<file path="src/rtl/bit_pix_pkg.sv">
// rtl/bit_pix_pkg.sv - shared geometry constants, third encoding and FSM type for the bit-pixel row packer
package bit_pix_pkg;

  localparam int DEF_THIRD_WIDTH  = 240;
  localparam int DEF_CENTER_WIDTH = 304;
  localparam int DEF_IMG_HEIGHT   = 480;

  function automatic int calc_row_w(input int third_w, input int center_w);
    return 2 * third_w + center_w;
  endfunction

  // Words per section per frame; also the ping-pong offset of buffer 1.
  function automatic int calc_end_addr(input int width, input int height);
    return (width * height) / 16;
  endfunction

  localparam int ROW_W = calc_row_w(DEF_THIRD_WIDTH, DEF_CENTER_WIDTH);
  localparam int TEND  = calc_end_addr(DEF_THIRD_WIDTH, DEF_IMG_HEIGHT);
  localparam int CEND  = calc_end_addr(DEF_CENTER_WIDTH, DEF_IMG_HEIGHT);

  localparam logic [1:0] THIRD_LEFT   = 2'd0;
  localparam logic [1:0] THIRD_CENTER = 2'd1;
  localparam logic [1:0] THIRD_RIGHT  = 2'd2;

  typedef enum logic [1:0] {
    IDLE = 2'd0,
    RUN  = 2'd1,
    DONE = 2'd2
  } pack_state_e;

endpackage

</file>
<file path="src/rtl/bit_pix_addr_gen.sv">
// rtl/bit_pix_addr_gen.sv - maps (col, row, buf_idx) of a completed word to a registered (third, BRAM address)
module bit_pix_addr_gen
  import bit_pix_pkg::*;
#(
  parameter int THIRD_WIDTH  = DEF_THIRD_WIDTH,
  parameter int CENTER_WIDTH = DEF_CENTER_WIDTH,
  parameter int IMG_HEIGHT   = DEF_IMG_HEIGHT,
  parameter int ADDR_W       = 16,
  parameter int COL_W        = 10,
  parameter int ROW_BITS     = 9
) (
  input  logic                clk50,
  input  logic                reset,
  input  logic                load_i,
  input  logic [COL_W-1:0]    col_i,
  input  logic [ROW_BITS-1:0] row_i,
  input  logic                buf_idx_i,
  output logic [1:0]          third_o,
  output logic [ADDR_W-1:0]   address_o
);

  localparam logic [COL_W-1:0]  CENTER_START = COL_W'(THIRD_WIDTH);
  localparam logic [COL_W-1:0]  RIGHT_START  = COL_W'(THIRD_WIDTH + CENTER_WIDTH);
  localparam logic [ADDR_W-1:0] THIRD_WORDS  = ADDR_W'(THIRD_WIDTH / 16);
  localparam logic [ADDR_W-1:0] CENTER_WORDS = ADDR_W'(CENTER_WIDTH / 16);
  localparam logic [ADDR_W-1:0] RIGHT_WORD0  = ADDR_W'((THIRD_WIDTH + CENTER_WIDTH) / 16);
  localparam logic [ADDR_W-1:0] TEND_A       = ADDR_W'(calc_end_addr(THIRD_WIDTH, IMG_HEIGHT));
  localparam logic [ADDR_W-1:0] CEND_A       = ADDR_W'(calc_end_addr(CENTER_WIDTH, IMG_HEIGHT));

  logic [1:0]        third_d, third_q;
  logic [ADDR_W-1:0] address_d, address_q;
  logic [ADDR_W-1:0] words_per_row, word_base, end_addr, col_word, row_ext;

  // Thirds are 16-aligned, so the row-global word index minus the third's first word gives lc/16.
  assign col_word = ADDR_W'(col_i[COL_W-1:4]);
  assign row_ext  = ADDR_W'(row_i);

  always_comb begin
    third_d       = THIRD_LEFT;
    words_per_row = THIRD_WORDS;
    word_base     = '0;
    end_addr      = TEND_A;
    if (col_i >= RIGHT_START) begin
      third_d   = THIRD_RIGHT;
      word_base = RIGHT_WORD0;
    end else if (col_i >= CENTER_START) begin
      third_d       = THIRD_CENTER;
      words_per_row = CENTER_WORDS;
      word_base     = THIRD_WORDS;
      end_addr      = CEND_A;
    end
    address_d = row_ext * words_per_row + (col_word - word_base) + (buf_idx_i ? end_addr : '0);
  end

  always_ff @(posedge clk50) begin
    if (!reset) begin
      third_q   <= THIRD_LEFT;
      address_q <= '0;
    end else if (load_i) begin
      third_q   <= third_d;
      address_q <= address_d;
    end
  end

  assign third_o   = third_q;
  assign address_o = address_q;

endmodule

</file>
<file path="src/rtl/bit_pix_row_packer.sv">
// rtl/bit_pix_row_packer.sv - packs a 1-bit raster stream into 16-bit BRAM words per third, ping-pong buffered
// Optional BIT_PIX_TEST_PATTERN_EN adds tp_enable, substituting col[3]^row[0] for pix_bit.
module bit_pix_row_packer
  import bit_pix_pkg::*;
#(
  parameter int THIRD_WIDTH  = DEF_THIRD_WIDTH,
  parameter int CENTER_WIDTH = DEF_CENTER_WIDTH,
  parameter int IMG_HEIGHT   = DEF_IMG_HEIGHT,
  parameter int ADDR_W       = 16
) (
  input  logic              clk50,
  input  logic              reset,
  input  logic              pix_valid,
  input  logic              pix_bit,
  input  logic              pix_sof,
`ifdef BIT_PIX_TEST_PATTERN_EN
  input  logic              tp_enable,
`endif
  output logic [ADDR_W-1:0] wr_address,
  output logic [1:0]        wr_third,
  output logic [15:0]       wr_writedata,
  output logic              wr_write,
  output logic [31:0]       image_number,
  output logic              frame_done,
  output logic [7:0]        sync_err_cnt
);

  localparam int ROW_W_L  = calc_row_w(THIRD_WIDTH, CENTER_WIDTH);
  localparam int COL_W    = $clog2(ROW_W_L + 1);
  localparam int ROW_BITS = $clog2(IMG_HEIGHT + 1);
  localparam logic [COL_W-1:0]    LAST_COL = COL_W'(ROW_W_L - 1);
  localparam logic [ROW_BITS-1:0] LAST_ROW = ROW_BITS'(IMG_HEIGHT - 1);

  pack_state_e         state_q, state_d;
  logic [COL_W-1:0]    col_q, col_d, pos_col;
  logic [ROW_BITS-1:0] row_q, row_d, pos_row;
  logic [15:0]         sr_q, sr_d, sr_base, sr_next;
  logic                buf_idx_q, buf_idx_d;
  logic [31:0]         image_number_q, image_number_d;
  logic [7:0]          sync_err_cnt_q, sync_err_cnt_d;
  logic                frame_done_q, frame_done_d;
  logic                wr_write_q, wr_write_d;
  logic [15:0]         wr_writedata_q, wr_writedata_d;
  logic                restart, accept, word_done, pix_in;

  // Any SOF pixel (re)starts a frame at (0,0); outside RUN only SOF pixels are taken.
  assign restart = pix_valid & pix_sof;
  assign accept  = pix_valid & ((state_q == RUN) | pix_sof);
  assign pos_col = restart ? '0 : col_q;
  assign pos_row = restart ? '0 : row_q;

`ifdef BIT_PIX_TEST_PATTERN_EN
  assign pix_in = tp_enable ? (pos_col[3] ^ pos_row[0]) : pix_bit;
`else
  assign pix_in = pix_bit;
`endif

  assign sr_base   = restart ? 16'h0000 : sr_q;
  assign sr_next   = {pix_in, sr_base[15:1]};
  assign word_done = accept & (pos_col[3:0] == 4'hF);

  always_comb begin
    state_d        = state_q;
    col_d          = col_q;
    row_d          = row_q;
    sr_d           = sr_q;
    buf_idx_d      = buf_idx_q;
    image_number_d = image_number_q;
    sync_err_cnt_d = sync_err_cnt_q;
    frame_done_d   = 1'b0;
    wr_write_d     = 1'b0;
    wr_writedata_d = wr_writedata_q;

    case (state_q)
      RUN: begin
        if (restart && (col_q != '0 || row_q != '0) && sync_err_cnt_q != 8'hFF)
          sync_err_cnt_d = sync_err_cnt_q + 8'd1;
      end
      DONE: begin
        frame_done_d   = 1'b1;
        image_number_d = image_number_q + 32'd1;
        buf_idx_d      = ~buf_idx_q;
        state_d        = IDLE;
      end
      default: ;
    endcase

    if (accept) begin
      sr_d    = sr_next;
      state_d = RUN;
      col_d   = pos_col + COL_W'(1);
      row_d   = pos_row;
      if (word_done) begin
        wr_write_d     = 1'b1;
        wr_writedata_d = sr_next;
      end
      if (pos_col == LAST_COL) begin
        col_d = '0;
        if (pos_row == LAST_ROW) begin
          row_d   = '0;
          state_d = DONE;
        end else begin
          row_d = pos_row + ROW_BITS'(1);
        end
      end
    end
  end

  always_ff @(posedge clk50) begin
    if (!reset) begin
      state_q        <= IDLE;
      col_q          <= '0;
      row_q          <= '0;
      sr_q           <= '0;
      buf_idx_q      <= 1'b0;
      image_number_q <= '0;
      sync_err_cnt_q <= '0;
      frame_done_q   <= 1'b0;
      wr_write_q     <= 1'b0;
      wr_writedata_q <= '0;
    end else begin
      state_q        <= state_d;
      col_q          <= col_d;
      row_q          <= row_d;
      sr_q           <= sr_d;
      buf_idx_q      <= buf_idx_d;
      image_number_q <= image_number_d;
      sync_err_cnt_q <= sync_err_cnt_d;
      frame_done_q   <= frame_done_d;
      wr_write_q     <= wr_write_d;
      wr_writedata_q <= wr_writedata_d;
    end
  end

  bit_pix_addr_gen #(
    .THIRD_WIDTH (THIRD_WIDTH),
    .CENTER_WIDTH(CENTER_WIDTH),
    .IMG_HEIGHT  (IMG_HEIGHT),
    .ADDR_W      (ADDR_W),
    .COL_W       (COL_W),
    .ROW_BITS    (ROW_BITS)
  ) u_addr_gen (
    .clk50    (clk50),
    .reset    (reset),
    .load_i   (word_done),
    .col_i    (pos_col),
    .row_i    (pos_row),
    .buf_idx_i(buf_idx_q),
    .third_o  (wr_third),
    .address_o(wr_address)
  );

  assign wr_writedata = wr_writedata_q;
  assign wr_write     = wr_write_q;
  assign image_number = image_number_q;
  assign frame_done   = frame_done_q;
  assign sync_err_cnt = sync_err_cnt_q;

endmodule
</file>
<file path="config.mk">
export PLATFORM = sky130hd
export DESIGN_NAME = bit_pix_row_packer
export DESIGN_NICKNAME = d
export VERILOG_FILES = /design/src/rtl/bit_pix_pkg.sv /design/src/rtl/bit_pix_addr_gen.sv /design/src/rtl/bit_pix_row_packer.sv
export SDC_FILE = /design/constraint.sdc
export NUM_CORES = 1
export LEC_CHECK = 0
export CAP_MARGIN = 20
export CORE_MARGIN = 2
export CORE_UTILIZATION = 50
export DETAILED_ROUTE_END_ITERATION = 10
export PLACE_DENSITY = 0.72
export SLEW_MARGIN = 5
export SYNTH_ARGS = -nofsm -noshare
export SYNTH_HDL_FRONTEND = slang
export SYNTH_HIERARCHICAL = 1
export SYNTH_SLANG_ARGS = --single-unit
</file>
<file path="constraint.sdc">
create_clock -name clk50 -period 20.4 [get_ports clk50]
set_clock_uncertainty 0.05 [all_clocks]
set_input_delay 4.08 -clock clk50 [delete_from_list [all_inputs] [get_ports clk50]]
set_output_delay 4.08 -clock clk50 [all_outputs]
set_load 0.02 [all_outputs]
</file>
* After elaboration in Yosys (flattened, before gate mapping) *
Index checks and enable logic that the tools add are counted.
Widths: inputs -> output; s select.

cells by class
  bitwise logic cells = 5
  add/sub/neg operators = 7
  mux-type cells = 21
  reduce and logical (&&, ||, !) cells = 9
  $mul = 1
  eq/ne operators = 6
  order comparisons = 2

operators by type and width
  operator               count
  $mux 16                5
  $add 16x16->16         2
  $add 32x1->32 const B  1
  $mux 9                 3
  $mux 10                2
  $mul 9x16->16          1
  $sub 6x16->16          1
  $mux 14                1
  $add 10x1->10 const B  1
  $eq 10x10->1 const B   1
  $ge 10x10->1 const B   1
  $ge 10x8->1 const B    1
  $mux 2                 5
  $reduce_bool 10->1     1
  $add 9x1->9 const B    1
  $eq 9x9->1 const B     1
  $reduce_bool 9->1      1
  $add 8x1->8 const B    1
  $ne 8x8->1 const B     1
  $reduce_and 2->1       3
  $mux 5                 1
  $eq 4x4->1 const B     1
  $mux 4                 1
  $and 1x1->1            3
  8 further kinds        11

storage, ports and cells
  register bits after elaboration = 114

* Longest topological paths before layout *
  word-level depth = 8
  depth in mapped cells = 28
  mapped depth without buffers = 25

* Modules after synthesis *
Netlist, hierarchy kept.

modules (own cells, without submodules)
  module              times used  area each (um^2)  sequential area each (um^2)  cells an instance
  bit_pix_row_packer  1           4410.5            1901.8                       534
  bit_pix_addr_gen    1           3027.9            360.3                        334

* Least setup slack after synthesis *
Ideal clock, no wire load.

  path type = in2reg
  from = in pix_valid
  to = reg u_addr_gen.address_q[13] (netlist: u_addr_gen/address_o[13])
  slack = 11.041 ns
  data required time = 20.277 ns
  arrival = 9.236 ns
  setup time = 0.073 ns
  cell stages on the path = 23
  path through = buf_4 -> nand2_2 -> clkbuf_1 -> nand2_1 -> inv_1 -> o41ai_2 -> nand2_1 -> clkbuf_1 -> nand2_1 -> inv_1 -> ha_1 -> fa_1 -> fa_1 -> fa_1 -> inv_1 -> fa_1 -> inv_1 -> ha_1 -> nand3_1 -> a311oi_2 -> o211ai_2 -> mux2_4 -> o211ai_2

on the way
  longest elaborated chain between the ends = 8
  elaborated cells on any way between the ends = 19
  those cells by class = add/sub: 3; mul: 1; order compare: 2; eq/ne: 1; mux: 9; bitwise: 3

ends and longest elaborated chain
  item                                            RTL line                  source
  start: declaration                              bit_pix_row_packer.sv:13  input logic pix_valid,
  $and 1x1->1 *                                   bit_pix_row_packer.sv:47  assign restart = pix_valid & pix_sof;
  $mux 10 *                                       bit_pix_row_packer.sv:49  assign pos_col = restart ? '0 : col_q;
  named net pos_col[6]                            bit_pix_row_packer.sv:35  logic [COL_W-1:0] col_q, col_d, pos_col;
  $ge 10x8->1                                     bit_pix_addr_gen.sv:46    end else if (col_i >= CENTER_START) begin
  $mux 5 or $mux 4 (tied branches)                bit_pix_addr_gen.sv:46
  $mux 16                                         bit_pix_addr_gen.sv:43    if (col_i >= RIGHT_START) begin
  $mul 9x16->16 or $sub 6x16->16 (tied branches)  bit_pix_addr_gen.sv:52    address_d = row_ext * words_per_row + (col_word - word_base) + (buf_idx_i ? end_addr : '0);
  $add 16x16->16                                  bit_pix_addr_gen.sv:52
  $add 16x16->16 *                                bit_pix_addr_gen.sv:52
  end signal: assignment                          bit_pix_addr_gen.sv:61    address_q <= address_d;
  end: declaration                                bit_pix_addr_gen.sv:31    logic [ADDR_W-1:0] address_d, address_q;

The timed path passes the listed nets; every way through them passes the cells marked *.
A chain may end at the register's enable or synchronous reset.

* Worst setup path after layout *
  from = in pix_sof
  to = reg u_addr_gen.address_q[12] (netlist: u_addr_gen/address_o[12])

on the way
  longest elaborated chain between the ends = 8
  elaborated cells on any way between the ends = 20
  those cells by class = add/sub: 3; mul: 1; order compare: 2; eq/ne: 1; mux: 9; bitwise: 4

ends and longest elaborated chain
  item                                            RTL line                  source
  start: declaration                              bit_pix_row_packer.sv:15  input logic pix_sof,
  $and 1x1->1 *                                   bit_pix_row_packer.sv:47
  $mux 10 *                                       bit_pix_row_packer.sv:49
  named net pos_col[7]                            bit_pix_row_packer.sv:35
  $ge 10x8->1                                     bit_pix_addr_gen.sv:46
  $mux 5 or $mux 4 (tied branches)                bit_pix_addr_gen.sv:46
  $mux 16                                         bit_pix_addr_gen.sv:43
  $mul 9x16->16 or $sub 6x16->16 (tied branches)  bit_pix_addr_gen.sv:52
  $add 16x16->16                                  bit_pix_addr_gen.sv:52
  $add 16x16->16 *                                bit_pix_addr_gen.sv:52

Marks and branches as above.

==> results.md <==
* HPWL after DPL at 11700 um
* Clock buffer depth at 2
* Fin crit share at 0.516
* Clock latency on the worst-skew pair at 0.42 ns
* Core ar. at 14500 um^2
* First-pass GRT wire length at 28300 um
* PwrDens at 59.1 nW/um^2
* Least-Margin Pin Slew at 0.782 ns
* Setup TNS at 0 ns
* Final ANT Viol Nets at 0
* R2R cell count at 21
* Area Growth Syn to Fin at 20.0%
* CTS root buf: clkbuf_16
* Vias per inst at 5.41
* Horiz. Die Dim at 126 um
* Fin area at 8920 um^2
* CTS tree: built
* Reg-to-reg startpoint: col_q[7]
* Commonest non-fill, non-tap cell in the layout: nand2_1
* CTS HTree Levels at 4
* Largest net degree at the start of global routing at 42
* Crit path launch type: primary input
* Synthesized area per cell at 8.57 um^2
* Antenna violations before repair at 0
* DIE HEIGHT at 126 um
* Final #Nets at 1040
* GRT Total Usage at 0.215
* Vias at 6139
* Iter 0 DRT Violations at 323
* Vias in the first global route at 5783
* Relative slew slack at 0.475
* Min-Delay Path Class: flip-flop to flip-flop
* Critical path startpoint: pix_sof
* CP endpoint: u_addr_gen/address_o[12]
* Ant diodes at 0
* Most frequent cells in the layout: 120 x nand2_1, 113 x dfxtp_1, 97 x inv_1
* LEAKAGE at 3.64 nW
* GRT overflow at 0
* Peak VDD IR at 0.0550 mV
* Crit path DAT at 10.82 ns
* Placed Area at 8340 um^2
* Final hold vios at 0
* YS warnings at 6
* Post-route setup slack at 9.88 ns
* Slew Viols, Final at 0
* RSZ-0062 raised after global routing: false
* Initial Util at 0.511
* Port Buffers at 80
* CTS Hold Bufs at 0
* Postcts setup bufs at 0
* Place WS at 9.51 ns
* Ports at 81
* GP Congestion at 0.890
* Peak fanout along the critical path at 26
* Std-Cell Rows at 44
* Final WL at 16300 um
* Residual DRC at 0
* Die area at 15900 um^2
* CTS Sinks at 113
* Status: completed
* Tmin final at 10.52 ns
* Post-Syn Nets at 970
* Final setup viols at 0
* Max Freq at 95.0 MHz
* Mapped Cells at 867
* MaxCap Viol Count at 0
* Worst Setup Path Type: primary input to flip-flop
* Finished Core Util at 0.614
* Synthesized cell area at 7430 um^2
* Post-CTS sizing at 0
* Post-placement cell count at 1102
* WL/cell at 14.4 um
* Reg2reg end: u_addr_gen/address_o[12]
* Worst-path clk slew at 0.06 ns
* DR pass1 iterations at 4
* Flop2flop setup slack at 14.36 ns
* Worst path required time at 20.69 ns
* Final cell count without fillers at 1134
* TritonCTS buffer count at 17
* Layout cells sized above 1 at 0.0737
* Crit path capture type: flip-flop
how the worst min path moves through the flow:
stage | from | end | slack [ns] | cells past startpoint
3_3_place_gp | u_addr_gen/address_o[15] | u_addr_gen/address_o[15] | 0.39 | 2
4_1_cts | wr_writedata[3] | wr_writedata[3] | 0.41 | 2
3_5_place_dp | wr_writedata[9] | wr_writedata[9] | 0.40 | 2
2_1_floorplan | sr_q[1] | sr_q[1] | 0.39 | 2
6_report | wr_writedata[13] | wr_writedata[13] | 0.40 | 2
5_1_grt | wr_writedata[9] | wr_writedata[9] | 0.43 | 2
where the power goes:
| group | leakage (nW) | total (mW) | switching [mW] | internal, mW |
|---|---|---|---|---|
| sequential | 0.910 | 0.222 | 0.000657 | 0.221 |
| combinational | 2.45 | 0.0124 | 0.00917 | 0.00324 |
| clock | 0.282 | 0.293 | 0.112 | 0.181 |
| total | 3.64 | 0.528 | 0.122 | 0.406 |
metal layers:
metal	wire length, um	GRT usage	vias to the layer above
met2	7110	0.320	140
met3	691	0.0404	23
met5	0	0	-
li1	-	-	3063
met4	265	0.0724	0
met1	8260	0.314	2913
sequential cells by signal, indices dropped and copies added (netlist names):
signal                flops
col_q                    10
sync_err_cnt              8
image_number             32
row_q                     9
state_q                   2
wr_write                  1
sr_q                     15
buf_idx_q                 1
u_addr_gen/address_o     16
wr_writedata             16
frame_done                1
u_addr_gen/third_o        2
per-stage QoR:
| stage | hold WS, ns | power [mW] |
|---|---|---|
| after floorplan | 0.387 | 0.235 |
| after global placement | 0.387 | 0.239 |
| after detailed placement | 0.396 | 0.239 |
| after CTS | 0.408 | 0.531 |
| after global routing | 0.427 | 0.544 |
| final | 0.405 | 0.528 |
worst max-delay path, stage by stage:
cell             delay, ns
clkdlybuf4s50_1       0.65
nand2_2               0.34
and2_1                0.34
o41ai_2               0.48
nand2_1               0.34
inv_1                 0.42
nor2b_1               0.14
ha_1                  0.30
inv_1                 0.05
fa_1                  0.50
inv_1                 0.05
fa_1                  0.47
fa_1                  0.56
inv_1                 0.06
fa_1                  0.50
inv_1                 0.04
ha_1                  0.36
a21oi_1               0.26
o21ba_2               0.18
a21oi_1               0.06
a211oi_1              0.36
nand4_1               0.14
o211ai_1              0.13
cell type report:
cell class	instances	area [um^2]
sequential	113	2260
multi-input combinational	620	4630
clock buffer	18	429
tap	184	230
fill	1283	5610
timing repair buffer	85	838
inverter	100	377
clock inverter	14	155
Power figures use the tool's default switching activity.
